$ cat config.mk
export PLATFORM = sky130hd
export DESIGN_NAME = bar_ram_access
export DESIGN_NICKNAME = d
export VERILOG_FILES = /design/src/rtl/bar_ram_pkg.sv /design/src/rtl/rd_fifo_fwft.sv /design/src/rtl/bar_ram_access.sv
export SDC_FILE = /design/constraint.sdc
export NUM_CORES = 1
export LEC_CHECK = 0
export ABC_CLOCK_PERIOD_IN_PS = 12500
export CORE_MARGIN = 5
export CORE_UTILIZATION = 30
export CTS_CLUSTER_DIAMETER = 50
export DETAILED_ROUTE_END_ITERATION = 10
export PLACE_DENSITY = 0.51
export SLEW_MARGIN = 5
export SYNTH_ARGS = -nofsm -noshare
export SYNTH_HDL_FRONTEND = slang
export SYNTH_SLANG_ARGS = --single-unit
$ cat constraint.sdc
create_clock -name clk -period 12.5 [get_ports clk]
set_clock_uncertainty 0.2 [all_clocks]
set_input_delay 2.5 -clock clk [delete_from_list [all_inputs] [get_ports clk]]
set_output_delay 2.5 -clock clk [all_outputs]
set_load 0.01 [all_outputs]
$ cat src/rtl/bar_ram_pkg.sv
// Shared types and constants for the BAR2 RAM port-A request sequencer.
package bar_ram_pkg;

  // Cycles from a port-A read issue until ram_douta carries the data.
  localparam int unsigned RAM_RD_LAT = 2;

  // Tag width carried in the read-data FIFO entry; the top's TAG_WIDTH must match.
  localparam int unsigned RD_TAG_WIDTH = 8;

  typedef enum logic [1:0] {
    IDLE  = 2'd0,
    WRITE = 2'd1,
    READ  = 2'd2
  } state_e;

  typedef struct packed {
    logic [127:0]              data;
    logic [RD_TAG_WIDTH-1:0]   tag;
    logic                      last;
  } rd_entry_t;

endpackage

$ cat src/rtl/rd_fifo_fwft.sv
// Synchronous first-word-fall-through FIFO with occupancy count.
// DEPTH must be a power of two so the pointers wrap naturally.
module rd_fifo_fwft #(
  parameter  int unsigned WIDTH = 8,
  parameter  int unsigned DEPTH = 4,
  localparam int unsigned PW    = $clog2(DEPTH),
  localparam int unsigned CW    = PW + 1
) (
  input  logic             clk,
  input  logic             rst,
  input  logic             push_i,
  input  logic [WIDTH-1:0] din_i,
  input  logic             pop_i,
  output logic [WIDTH-1:0] dout_o,
  output logic             empty_o,
  output logic [CW-1:0]    count_o
);

  logic [WIDTH-1:0] mem_q [DEPTH];
  logic [PW-1:0]    wptr_q, wptr_d;
  logic [PW-1:0]    rptr_q, rptr_d;
  logic [CW-1:0]    cnt_q, cnt_d;

  // Next pointer/count values; a simultaneous push and pop leaves the count unchanged.
  always_comb begin
    wptr_d = wptr_q;
    rptr_d = rptr_q;
    cnt_d  = cnt_q;
    if (push_i) wptr_d = wptr_q + PW'(1);
    if (pop_i)  rptr_d = rptr_q + PW'(1);
    case ({push_i, pop_i})
      2'b10:   cnt_d = cnt_q + CW'(1);
      2'b01:   cnt_d = cnt_q - CW'(1);
      default: cnt_d = cnt_q;
    endcase
  end

  // Pointer and count registers.
  always_ff @(posedge clk) begin
    if (rst) begin
      wptr_q <= '0;
      rptr_q <= '0;
      cnt_q  <= '0;
    end else begin
      wptr_q <= wptr_d;
      rptr_q <= rptr_d;
      cnt_q  <= cnt_d;
    end
  end

  // Storage array; contents need no reset since empty_o qualifies the output.
  always_ff @(posedge clk) begin
    if (push_i) mem_q[wptr_q] <= din_i;
  end

  assign dout_o  = mem_q[rptr_q];
  assign empty_o = (cnt_q == '0);
  assign count_o = cnt_q;

endmodule

$ cat src/rtl/bar_ram_access.sv
// Port-A request sequencer for the BAR2 128-bit RAM: turns tagged burst
// requests into per-beat RAM accesses and buffers read data behind a
// credit-limited FWFT FIFO so downstream backpressure never drops a beat.
module bar_ram_access
  import bar_ram_pkg::*;
#(
  parameter int unsigned RAM_DEPTH  = 1024,
  parameter int unsigned ADDR_WIDTH = $clog2(RAM_DEPTH / 4),
  parameter int unsigned FIFO_DEPTH = 4,
  parameter int unsigned TAG_WIDTH  = RD_TAG_WIDTH
) (
  input  logic                  clk,
  input  logic                  rst,
  input  logic                  req_valid,
  output logic                  req_ready,
  input  logic                  req_we,
  input  logic [ADDR_WIDTH-1:0] req_addr,
  input  logic [3:0]            req_len,
  input  logic [TAG_WIDTH-1:0]  req_tag,
  input  logic                  wr_valid,
  output logic                  wr_ready,
  input  logic [127:0]          wr_data,
  input  logic [15:0]           wr_strb,
  output logic                  rd_valid,
  input  logic                  rd_ready,
  output logic [127:0]          rd_data,
  output logic [TAG_WIDTH-1:0]  rd_tag,
  output logic                  rd_last,
  output logic                  ram_ena,
  output logic [15:0]           ram_wea,
  output logic [ADDR_WIDTH-1:0] ram_addra,
  output logic [127:0]          ram_dina,
  input  logic [127:0]          ram_douta,
  output logic                  busy
);

  localparam int unsigned CNT_W    = $clog2(FIFO_DEPTH) + 1;
  localparam int unsigned LAST_STG = RAM_RD_LAT - 1;

  state_e                state_q, state_d;
  logic [ADDR_WIDTH-1:0] addr_q, addr_d;
  logic [3:0]            rem_q, rem_d;
  logic [TAG_WIDTH-1:0]  tag_q, tag_d;

  logic [RAM_RD_LAT-1:0] pv_q, pv_d;
  logic [RAM_RD_LAT-1:0] pl_q, pl_d;
  logic [TAG_WIDTH-1:0]  pt_q [RAM_RD_LAT];
  logic [TAG_WIDTH-1:0]  pt_d [RAM_RD_LAT];

  logic [ADDR_WIDTH-1:0] addr_hold_q, addr_hold_d;
  logic [127:0]          din_hold_q, din_hold_d;

  logic                  wr_beat, rd_issue, credit_ok;
  logic [CNT_W-1:0]      inflight, fifo_cnt;
  logic                  fifo_empty, fifo_push, fifo_pop;
  rd_entry_t             push_e, pop_e;

  // Read credit: issued-but-unpushed beats plus buffered beats must fit the FIFO.
  assign credit_ok = ((inflight + fifo_cnt) < CNT_W'(FIFO_DEPTH));

  // Burst FSM next-state and handshakes; rst gates accesses so a reset
  // cycle never touches the RAM.
  always_comb begin
    state_d   = state_q;
    addr_d    = addr_q;
    rem_d     = rem_q;
    tag_d     = tag_q;
    req_ready = 1'b0;
    wr_ready  = 1'b0;
    wr_beat   = 1'b0;
    rd_issue  = 1'b0;
    case (state_q)
      IDLE: begin
        req_ready = 1'b1;
        if (req_valid) begin
          addr_d  = req_addr;
          rem_d   = req_len;
          tag_d   = req_tag;
          state_d = req_we ? WRITE : READ;
        end
      end
      WRITE: begin
        wr_ready = !rst;
        wr_beat  = wr_valid && !rst;
        if (wr_beat) begin
          addr_d = addr_q + ADDR_WIDTH'(1);
          rem_d  = rem_q - 4'd1;
          if (rem_q == 4'd0) state_d = IDLE;
        end
      end
      READ: begin
        rd_issue = credit_ok && !rst;
        if (rd_issue) begin
          addr_d = addr_q + ADDR_WIDTH'(1);
          rem_d  = rem_q - 4'd1;
          if (rem_q == 4'd0) state_d = IDLE;
        end
      end
      default: state_d = IDLE;
    endcase
  end

  // Read-latency tracking pipeline and in-flight count.
  always_comb begin
    pv_d[0] = rd_issue;
    pl_d[0] = rd_issue && (rem_q == 4'd0);
    pt_d[0] = tag_q;
    for (int unsigned i = 1; i < RAM_RD_LAT; i++) begin
      pv_d[i] = pv_q[i-1];
      pl_d[i] = pl_q[i-1];
      pt_d[i] = pt_q[i-1];
    end
    inflight = '0;
    for (int unsigned i = 0; i < RAM_RD_LAT; i++) begin
      inflight = inflight + CNT_W'(pv_q[i]);
    end
  end

  // Port-A drive; address and write data hold their last value between accesses.
  always_comb begin
    ram_ena     = wr_beat | rd_issue;
    ram_wea     = wr_beat ? wr_strb : '0;
    ram_addra   = ram_ena ? addr_q : addr_hold_q;
    ram_dina    = wr_beat ? wr_data : din_hold_q;
    addr_hold_d = ram_addra;
    din_hold_d  = ram_dina;
  end

  // All sequencer state; reset discards any burst and in-flight reads.
  always_ff @(posedge clk) begin
    if (rst) begin
      state_q     <= IDLE;
      addr_q      <= '0;
      rem_q       <= '0;
      tag_q       <= '0;
      pv_q        <= '0;
      pl_q        <= '0;
      addr_hold_q <= '0;
      din_hold_q  <= '0;
      for (int unsigned i = 0; i < RAM_RD_LAT; i++) pt_q[i] <= '0;
    end else begin
      state_q     <= state_d;
      addr_q      <= addr_d;
      rem_q       <= rem_d;
      tag_q       <= tag_d;
      pv_q        <= pv_d;
      pl_q        <= pl_d;
      addr_hold_q <= addr_hold_d;
      din_hold_q  <= din_hold_d;
      for (int unsigned i = 0; i < RAM_RD_LAT; i++) pt_q[i] <= pt_d[i];
    end
  end

  // FIFO push from the final pipeline stage, pop on downstream handshake.
  always_comb begin
    fifo_push   = pv_q[LAST_STG];
    push_e.data = ram_douta;
    push_e.tag  = pt_q[LAST_STG];
    push_e.last = pl_q[LAST_STG];
    rd_valid    = !fifo_empty;
    fifo_pop    = rd_valid && rd_ready;
    rd_data     = rd_valid ? pop_e.data : '0;
    rd_tag      = rd_valid ? pop_e.tag  : '0;
    rd_last     = rd_valid && pop_e.last;
    busy        = (state_q != IDLE) || (|pv_q) || !fifo_empty;
  end

  rd_fifo_fwft #(
    .WIDTH ($bits(rd_entry_t)),
    .DEPTH (FIFO_DEPTH)
  ) u_rd_fifo (
    .clk     (clk),
    .rst     (rst),
    .push_i  (fifo_push),
    .din_i   (push_e),
    .pop_i   (fifo_pop),
    .dout_o  (pop_e),
    .empty_o (fifo_empty),
    .count_o (fifo_cnt)
  );

endmodule

[After elaboration in Yosys (flattened, before gate mapping)]
Memory sizes are Yosys's and may differ from the RTL's. A register that Yosys moved wholly into a read port is not among the register bits.
Index checks and enable logic that the tools add are counted.
Widths: inputs -> output; s select.
Word-level totals
  logic and storage cells: 84
  memories: 2
  memory bits (writable): 564
  input bits: 298
  register bits: 169
Cells by class
  equality and inequality tests: 7
  bitwise logic cells: 3
  muxes and demuxes: 33
  add/sub/neg operators: 8
  reductions and logical operators: 19
  $lt $le $gt $ge: 1
Memory list
  u_rd_fifo.mem_q: words 4, width 137, rd ports 1, clocked after Yosys merged registers in 1, write ports 1, line rd_fifo_fwft.sv:19  | logic [WIDTH-1:0] mem_q [DEPTH];
  pt_q: words 2, width 8, rd ports 2, clocked after Yosys merged registers in 0, write ports 2, line bar_ram_access.sv:47  | logic [TAG_WIDTH-1:0] pt_q [RAM_RD_LAT];
Operators with widths (count)
  $mux 128: 2
  $mux 8: 7
  $pmux 8 s3: 1
  $mux 16: 1
  $mux 2: 7
  $mux 4: 3
  $pmux 4 s3: 1
  $mux 1: 9
  $add 8x1->8 const B: 1
  $ne 2x2->1 const B: 3
  $pmux 2 s3: 1
  $pmux 3 s2: 1
  $logic_and 1x1->1: 5
  $add 2x1->2 const B: 2
  $eq 2x1->1 const B: 2
  $eq 2x2->1 const B: 2
  $logic_not 4->1: 1
  $reduce_and 4->1: 1
  $reduce_bool 2->1: 2
  $sub 4x1->4 const B: 1
  $add 3x1->3 const B: 1
  $add 3x3->3: 1
  $logic_not 3->1: 1
  $lt 3x3->1 const B: 1
  other kinds (10): 14

[Logic depth before layout (Yosys ltp)]
Gate-level depths: netlist of run 1.
  depth after elaboration: 7
  mapped depth: 9
  mapped depth without buffers: 9

[Hierarchy]
A second synthesis of run 1 with hierarchy kept.
Unflattened totals
  cell total of the unflattened synthesis: 1845
  area total of the unflattened synthesis: 28183.3 sq um
Modules (own cells, without submodules)
  rd_fifo_fwft: cells each 761, area each 20204.4 sq um, instances 1
  bar_ram_access: cells each 1084, area each 7978.9 sq um, instances 1

[Least setup slack after synthesis of run 1]
OpenSTA, ideal clock, no wires.
  kind: in2out
  start: in rst
  end: out ram_dina[107]
  arrival time: 3545 ps
  setup slack: 6255 ps
  stages on the path: 7
  cells stage by stage: buf_2 > nor2b_2 > nand2_1 > buf_2 > buf_1 > nand2_1 > nand2_1
On the way
  word-level cells in the longest chain between the ends: 4
Ends and longest elaborated chain
  start: declaration: line bar_ram_access.sv:13  | input logic rst,
  $logic_not 1->1: line bar_ram_access.sv:84  | wr_beat = wr_valid && !rst;
  $logic_and 1x1->1: line bar_ram_access.sv:84
  $mux 1: line bar_ram_access.sv:72  | case (state_q)
  $mux 128: line bar_ram_access.sv:124  | ram_dina = wr_beat ? wr_data : din_hold_q;
  end: declaration: line bar_ram_access.sv:32  | output logic [127:0] ram_dina,
No other way between the ends.

[Worst setup path in the final report of run 1]
  start: in wr_valid
  end: out ram_dina[65]
On the way
  word-level cells in the longest chain between the ends: 3
Ends and longest elaborated chain
  start: declaration: line bar_ram_access.sv:20  | input logic wr_valid,
  $logic_and 1x1->1: line bar_ram_access.sv:84
  $mux 1: line bar_ram_access.sv:72
  $mux 128: line bar_ram_access.sv:124
No other way between the ends.

==> results of run 1 <==
[stage by stage]
step / hold WS [ns] / instances / worst slack [ns]
4_1_cts: 0.2353 / 3779 / 3.993
6_report: 0.2326 / 3789 / 4.004
3_5_place_dp: 0.2218 / 3602 / 3.999
5_1_grt: 0.2519 / 3787 / 3.771
3_3_place_gp: 0.2211 / 3602 / 4.092
2_1_floorplan: 0.2138 / 1846 / 6.255
[cell type report]
cell class,instances,area [µm²],area share (%)
multi-input cells,990,7473,19.37
clock inverters,60,595.6,1.544
flip-flops and latches,735,20210,52.38
diodes,10,25.02,0.06487
inverters,17,66.31,0.1719
well taps,1254,1569,4.067
repair buffers,606,6042,15.66
clock buffers,117,2597,6.733
[registers in the layout, indices dropped and copies added (netlist names), 3 cells and up, named ones only]
signal / flops
u_rd_fifo.mem_q: 548
din_hold_q: 128
pt_q: 16
addr_hold_q: 8
addr_q: 8
tag_q: 8
rem_q: 4
u_rd_fifo.count_o: 3
[worst max path at each step]
stage	endpoint	cells past startpoint	slack (ns)
finish	ram_dina[65]	7	4.00
global route	ram_dina[127]	7	3.77
CTS	ram_dina[127]	7	3.99
detailed placement	ram_dina[127]	7	4.00
global placement	ram_dina[127]	7	4.09
floorplan	ram_dina[107]	7	6.26
[layer usage]
metal  share of wire, %  GRT usage [%]
met5              0.095              0
met4                2.3          5.129
met3                9.5          6.647
met2                 50          27.78
met1                 38          18.53
[worst register-to-register path, cell delays in order, from the launching register on]
cell,delay [ns]
dfxtp_1,0.51
and2_4,0.68
buf_4,0.76
buf_4,0.87
[placed cells by master (no fill, tap or decap), types with 12 or more instances in the layout]
master and instances:
ha_1 14, nand3_1 13, clkdlybuf4s50_1 590, buf_4 14, clkinv_2 12, and2_1 147, clkbuf_1 15, mux4_2 137
clkbuf_16 101, edfxtp_1 548, nand2_1 406, and3_1 17, nor2_1 17, inv_1 16, nor2b_1 20, a21oi_1 152
dfxtp_1 185
[power breakdown]
part           internal [mW]  switching, mW  total (mW)
clock                   1.64           1.07        2.71
combinational          0.556          0.548        1.10
sequential              2.72         0.0568        2.77
[cells by family after synthesis]
group | synth area share, %
adder cells (fa/ha/maj) | 0.6926
flip-flops | 71.68
AO/OA/AOI/OAI | 3.521
XOR/XNOR | 0.2442
buffers and inverters | 1.874
multiplexers | 11.59
AND/OR/NAND/NOR | 10.40
==> results.toml, run 1 <==
[run_status]
status = "finished clean"

[sta]
relSlewSlack_pct = 28.62
drv_slew = 0
tightestPinTransition_ns = 1.071
min_period_ns = 8.496
finalSetupTns_ns = 0
setup_violations = 0
hold_viol = 0
fin_crit_sh_pct = 67.97
max_freq_mhz = 117.7
grt_setup_unrepaired = "no"

[drt]
drtPass1Iterations = 5
drc = 0
routed_wl_um = 83540
antenna_left = 0
num_vias = 17490
via_per_inst = 4.615
wl_per_cell_um = 22.05
drtIter0Drc = 970

[global_route]
grtUsageTotal_pct = 16.19
grt_max_degree = 108
first_global_vias = 18550
overflow = 0
antenna_found_initial = 27
grt_pass1_wl_um = 121100

[placed_design]
portBuffers = 591
place_hpwl_um = 55510
dpl_cell_area_um2 = 35360
place_congestion = 0.8502

[synth]
yosys_warnings = 0
syn_area_per_cell_um2 = 15.27
synth_top_cells_by_count = "548 x edfxtp_1, 407 x nand2_1, 187 x dfxtp_1"
synth.most_common_cell = "edfxtp_1"
synthDominantCellAreaShare_pct = 58.39
synth_area_um2 = 28180
synth_async_sr_flop_share_pct = 0
synthCells = 1846
ys_ff_latch = 735
ys_seq_area_share_pct = 71.68
synth_area_leader_cell = "edfxtp_1"
synth_edf_count = 548
synthFlopType = "edfxtp_1"
synth.top_cells.by_area = "edfxtp_1 58%, dfxtp_1 13%, mux4_2 11%"
synth.distinct_cells = 46
synth_fp_nets = 2159

[die]
die_y_um = 316.5
core_area_um2 = 93330
die_w_um = 316.5
start_util_pct = 30.19
io_pins = 592
dieArea_um2 = 100200
fp-row-count = 112

[setup_path]
critPathMaxStageDelay_ns = 0.81
rr_startpoint = "pv_q[1]"
crit_path_start_kind = "input pin"
worst_path_max_delay_cell = "buf_4"
required_ns = 9.80
path_cells = "clkdlybuf4s50_1, nor2b_2, and2_4, buf_4, nand2_1, nand2_1, clkdlybuf4s50_1"
r2r-end = "u_rd_fifo.mem_q[1][44]"
path_class = "input pin to output port"
cp_top_family = "buffers and inverters"
rr_worst_depth = 3
arrival_ns = 5.80
endpoint_kind = "output port"
reg2reg_slack_ns = 9.03
cp_max_fo = 93
path_buf_inv = 3
critPathLaunch = "wr_valid"

[clock_tree]
ctsLongestPathBuffers = 3
cts_resized = 0
cts_root_buf = "clkbuf_16"
htree_levels = 3
cts_setup_buffers = 0
cts_buffers = 98
cts_tree = "done"
clk_latency_ns = 0.63
path_clk_slew_ns = 0.05
cts_hold_buf = 0
clkSinkCount = 735

[hold_path]
whs_path_depth = 1
min_to = "pt_q[0][10]"
min_from = "pt_q[0][2]"
hold_path_class = "register to register"

[layout]
postLayoutCellArea_um2 = 38580
final_util_pct = 41.33
area_growth_pct = 36.89
final_nets = 2761
final_layout_size_suffix_gt1_share_pct = 13.23
fillCellCount = 8633

[pwr]
p_total_mw = 6.584
p_per_area_nw_per_um2 = 170.7
peakVddDrop_mv = 0.08862
p_leak_nw = 13.24

[run]
cap_viol_max_count = 0
Power figures use the tool's default switching activity.
==> run 2, diff against run 1 <==
--- a/config.mk
+++ b/config.mk
@@ -5,12 +5,12 @@
 export SDC_FILE = /design/constraint.sdc
 export NUM_CORES = 1
 export LEC_CHECK = 0
-export ABC_CLOCK_PERIOD_IN_PS = 12500
+export ABC_CLOCK_PERIOD_IN_PS = 7300
 export CORE_MARGIN = 5
 export CORE_UTILIZATION = 30
 export CTS_CLUSTER_DIAMETER = 50
 export DETAILED_ROUTE_END_ITERATION = 10
-export PLACE_DENSITY = 0.51
+export PLACE_DENSITY = 0.53
 export SLEW_MARGIN = 5
 export SYNTH_ARGS = -nofsm -noshare
 export SYNTH_HDL_FRONTEND = slang
==> constraint.sdc (replaced) <==
create_clock -name clk -period 7.3 [get_ports clk]
set_clock_uncertainty 0.2 [all_clocks]
set_input_delay 1.46 -clock clk [delete_from_list [all_inputs] [get_ports clk]]
set_output_delay 1.46 -clock clk [all_outputs]
set_load 0.01 [all_outputs]
==> run 2 against run 1 <==
Against the previous run:
- flip-flop and latch count did not move
- sequential power up 71%
- core utilization increased by 0.17 points
- setup slack worse by 2.6 ns
==> results.toml, run 2 (synthesis gave the netlist of run 1 again) <==
[die]
dieArea_um2 = 100200
io_pins = 592
fp-row-count = 112
core_area_um2 = 93330
die_w_um = 316.5
start_util_pct = 30.19
die_y_um = 316.5

[global_route]
grtUsageTotal_pct = 16.87
antenna_found_initial = 28
overflow = 0
grt_max_degree = 94
grt_pass1_wl_um = 124800
first_global_vias = 18750

[clock_tree]
cts_resized = 0
clkSinkCount = 735
cts_hold_buf = 0
ctsLongestPathBuffers = 3
cts_tree = "done"
cts_root_buf = "clkbuf_16"
clk_latency_ns = 0.66
cts_setup_buffers = 0
path_clk_slew_ns = 0.06
htree_levels = 3
cts_buffers = 95

[drt]
drtIter0Drc = 984
antenna_left = 0
drc = 0
drtPass1Iterations = 5
num_vias = 17470
via_per_inst = 4.595
routed_wl_um = 86550
wl_per_cell_um = 22.76

[pwr]
internal-power_mw = 8.531
p_sw_share_pct = 25.32
p_leak_nw = 13.32
pwr-share-seq_pct = 41.5
power_switching_mw = 2.892
combPwrFrac_pct = 16.9
clkPwrFrac_pct = 41.6
p_per_area_nw_per_um2 = 294.9
peakVddDrop_mv = 0.1793

[placed_design]
portBuffers = 591
place_hpwl_um = 58830
place_congestion = 0.9055

[setup_path]
rr_startpoint = "u_rd_fifo.count_o[2]"
critPathMaxStageDelay_ns = 0.57
r2r-end = "u_rd_fifo.count_o[2]"
cp_max_fo = 83
path_class = "input pin to output port"
path_cells = "clkdlybuf4s50_1, nor2b_2, buf_4, and2_4, buf_12, nand2_1, nand2_1, clkdlybuf4s50_1"
worst_path_max_delay_cell = "clkdlybuf4s50_1"
endpoint_kind = "output port"
rr_worst_depth = 9
reg2reg_slack_ns = 4.06
required_ns = 5.64
arrival_ns = 4.24
crit_path_start_kind = "input pin"

[layout]
fillCellCount = 8631
multi_input_area_um2 = 7473
max_flop_register = "u_rd_fifo.mem_q"
final_util_pct = 41.50
area_growth_pct = 37.45
largest_reg_flops = 548
regArea_um2 = 20210
layout_common_cells = "590 x clkdlybuf4s50_1, 548 x edfxtp_1, 406 x nand2_1"
final_nets = 2764
final_common_cell = "clkdlybuf4s50_1"
reg_top3 = "u_rd_fifo.mem_q (548), din_hold_q (128), pt_q (16)"
final_layout_size_suffix_gt1_share_pct = 13.35

[sta]
hold_viol = 0
max_freq_mhz = 169.4
fin_crit_sh_pct = 80.89
finalSetupTns_ns = 0
grt_setup_unrepaired = "no"
drv_slew = 0
tightestPinTransition_ns = 1.134
setup_violations = 0
min_period_ns = 5.905
relSlewSlack_pct = 24.40

[run_status]
status = "finished clean"

[hold_path]
whs_path_depth = 1
hold_path_class = "register to register"
min_to = "pt_q[0][11]"
min_from = "pt_q[0][3]"

[run]
cap_viol_max_count = 0
## run 2: power by group through the flow
stage | logic, mW | clock network, mW | registers (mW)
floorplan | 1.00 | 0 | 4.80
global placement | 1.94 | 0 | 4.82
detailed placement | 1.95 | 0 | 4.83
CTS | 1.97 | 4.91 | 4.74
global route | 2.10 | 5.09 | 4.75
finish | 1.93 | 4.76 | 4.74
## run 2: metal layers
layer | vias up | share of wire [%] | GRT usage [%]
li1 | 8032 | - | -
met1 | 8680 | 37 | 18.66
met2 | 602 | 50 | 28.56
met3 | 151 | 9.3 | 6.758
met4 | 6 | 3.6 | 7.899
met5 | - | 0.043 | 0
## run 2: worst max path at each step
stage,from,end
finish,wr_valid,ram_dina[46]
global route,wr_valid,ram_dina[46]
CTS,wr_valid,ram_dina[46]
detailed placement,wr_valid,ram_dina[46]
global placement,wr_valid,ram_dina[46]
floorplan,u_rd_fifo.wptr_q[0],u_rd_fifo.mem_q[0][0]
## run 2: stage by stage
| stage | instances | cell area, µm² | hold WS [ns] | setup slack, ns | power (mW) |
|---|---|---|---|---|---|
| 6_report | 3802 | 38730 | 0.2393 | 1.395 | 11.42 |
| 5_1_grt | 3800 | 38730 | 0.2628 | 1.232 | 11.94 |
| 4_1_cts | 3786 | 38690 | 0.2455 | 1.406 | 11.62 |
| 3_5_place_dp | 3608 | 35420 | 0.2324 | 1.420 | 6.781 |
| 3_3_place_gp | 3608 | 35420 | 0.2227 | 1.414 | 6.760 |
| 2_1_floorplan | 1846 | 28180 | 0.2138 | 2.906 | 5.797 |
## run 2: critical path: cells and delay by family
family	cells	cell delay (ns)
AND/OR/NAND/NOR	4	0.99
buffers and inverters	4	1.67
## run 2: layout make-up
class,instances,share of cell area [%]
clock buffer,118,6.738
sequential,735,52.17
antenna,16,0.1034
tap,1254,4.051
clock inverter,60,1.725
multi-input combinational,990,19.29
timing repair buffer,612,15.75
inverter,17,0.1712
==> run 3, diff against run 2 <==
--- a/config.mk
+++ b/config.mk
@@ -5,12 +5,12 @@
 export SDC_FILE = /design/constraint.sdc
 export NUM_CORES = 1
 export LEC_CHECK = 0
-export ABC_CLOCK_PERIOD_IN_PS = 7300
+export ABC_CLOCK_PERIOD_IN_PS = 5620
 export CORE_MARGIN = 5
 export CORE_UTILIZATION = 30
 export CTS_CLUSTER_DIAMETER = 50
 export DETAILED_ROUTE_END_ITERATION = 10
-export PLACE_DENSITY = 0.53
+export PLACE_DENSITY = 0.51
 export SLEW_MARGIN = 5
 export SYNTH_ARGS = -nofsm -noshare
 export SYNTH_HDL_FRONTEND = slang
==> constraint.sdc (replaced) <==
create_clock -name clk -period 5.62 [get_ports clk]
set_clock_uncertainty 0.2 [all_clocks]
set_input_delay 1.124 -clock clk [delete_from_list [all_inputs] [get_ports clk]]
set_output_delay 1.124 -clock clk [all_outputs]
set_load 0.01 [all_outputs]
==> run 3 against run 2 <==
Against the previous run:
- flip-flop and latch count did not move
- global-route usage fell by 0.46 points
- count of clock-buffer cells in the layout did not move
- cell area rose by 1.2%
- clock power rose by 39%
- cell count rose by 0.53%
- die area did not move
- combinational power rose by 30%
- routed wire length fell by 2.6%
- worst hold slack got worse by 0.0062 ns
- critical path type unchanged
- largest cell class unchanged
==> results.toml, run 3 (synthesis gave the netlist of run 1 again) <==
[placed_design]
place_congestion = 0.9060
dp.cells = 3610
place_hpwl_um = 56210
dpl_cell_area_um2 = 35560
portBuffers = 591

[clock_tree]
cts_root_buf = "clkbuf_16"
htree_levels = 3
cts_hold_buf = 0
cts_setup_buffers = 0
cts_tree = "done"
path_clk_slew_ns = 0.06
clk_latency_ns = 0.65
cts_buffers = 103
clkSinkCount = 735
cts_resized = 0
ctsLongestPathBuffers = 3

[sta]
fin_crit_sh_pct = 87.12
setup_violations = 0
hold_viol = 0
tightestPinTransition_ns = 1.037
max_freq_mhz = 204.2
grt_setup_unrepaired = "no"
relSlewSlack_pct = 30.90
drv_slew = 0
holdWs_ns = 0.2331
finalSetupTns_ns = 0
min_period_ns = 4.896

[layout]
reg_top3 = "u_rd_fifo.mem_q (548), din_hold_q (128), pt_q (16)"
final_nets = 2774
area_growth_pct = 39.08
final_layout_size_suffix_gt1_share_pct = 14.40
final_common_cell = "clkdlybuf4s50_1"
instances_no_fill = 3822
postLayoutCellArea_um2 = 39200
largest_reg_flops = 548
max_flop_register = "u_rd_fifo.mem_q"
layout_common_cells = "590 x clkdlybuf4s50_1, 548 x edfxtp_1, 406 x nand2_1"

[pwr]
combPwrFrac_pct = 16.4
p_leak_nw = 13.51
pwr-share-seq_pct = 40.3
peakVddDrop_mv = 0.2058
p_sw_share_pct = 25.45
clkPwrFrac_pct = 43.4
p_per_area_nw_per_um2 = 390.4
internal-power_mw = 11.41
power_switching_mw = 3.895
p_total_mw = 15.30

[drt]
drc = 0
wl_per_cell_um = 22.06
via_per_inst = 4.572
drtPass1Iterations = 5
antenna_left = 0
routed_wl_um = 84320
num_vias = 17480
drtIter0Drc = 836

[die]
io_pins = 592
die_w_um = 316.5
fp-row-count = 112
core_area_um2 = 93330
start_util_pct = 30.19
die_y_um = 316.5
dieArea_um2 = 100200

[global_route]
antenna_found_initial = 35
grt_pass1_wl_um = 121600
overflow = 0
grt_max_degree = 105
first_global_vias = 18580
grtUsageTotal_pct = 16.41

[setup_path]
path_class = "input pin to output port"
endpoint_kind = "output port"
cp_max_fo = 39
arrival_ns = 3.57
worst_path_max_delay_cell = "clkdlybuf4s50_1"
required_ns = 4.30
path_cells = "clkdlybuf4s50_1, nor2b_2, and2_4, buf_12, nand2_1, nand2_1, clkdlybuf4s50_1"
crit_path_start_kind = "input pin"
critPathMaxStageDelay_ns = 0.57

[hold_path]
hold_path_class = "register to register"

[run]
cap_viol_max_count = 0

[run_status]
status = "finished clean"
run 3: worst paths after layout:
path / startpoint / end / slack (ns) / cells after the start
setup / recovery: wr_valid / ram_dina[93] / 0.72 / 7
hold / removal: pt_q[0][6] / pt_q[0][14] / 0.23 / 1
setup reg to reg: u_rd_fifo.count_o[2] / u_rd_fifo.count_o[2] / 2.87 / 9
hold reg to reg: pt_q[0][6] / pt_q[0][14] / 0.23 / 1
run 3: critical path: cells and delay by family:
| kind | cells | cell delay [ns] |
|---|---|---|
| buffers and inverters | 3 | 1.39 |
| AND/OR/NAND/NOR | 4 | 1.05 |
run 3: layout make-up:
cell class | instances | area [µm²]
diodes | 19 | 47.55
clock buffers | 118 | 2726
clock inverters | 75 | 865.8
fillers | 8583 | 54130
inverters | 17 | 66.31
multi-input cells | 990 | 7473
flip-flops and latches | 735 | 20210
well taps | 1254 | 1569
repair buffers | 614 | 6240
run 3: power by group through the flow:
stage / logic (mW) / clock network [mW] / registers, mW
final: 2.51 / 6.64 / 6.16
after global routing: 2.73 / 7.09 / 6.18
after CTS: 2.56 / 6.83 / 6.16
after detailed placement: 2.55 / 0 / 6.27
after global placement: 2.53 / 0 / 6.26
after floorplan: 1.30 / 0 / 6.23
run 3: routing by layer:
metal	global-route usage [%]	part of all wire (%)	vias up	routed length, µm
met5	0	0.12	-	98
met3	7.124	10	151	8690
met4	7.199	3.1	16	2629
met2	26.44	48	626	40640
li1	-	-	8069	-
met1	19.16	38	8613	32260
run 3: per-stage QoR:
step | worst slack [ns] | util (%)
after floorplan | 1.226 | -
after global placement | 0.6886 | 38.10
after detailed placement | 0.6605 | 38.10
after CTS | 0.6530 | 41.95
after global routing | 0.5537 | 41.99
final | 0.7237 | 42.00
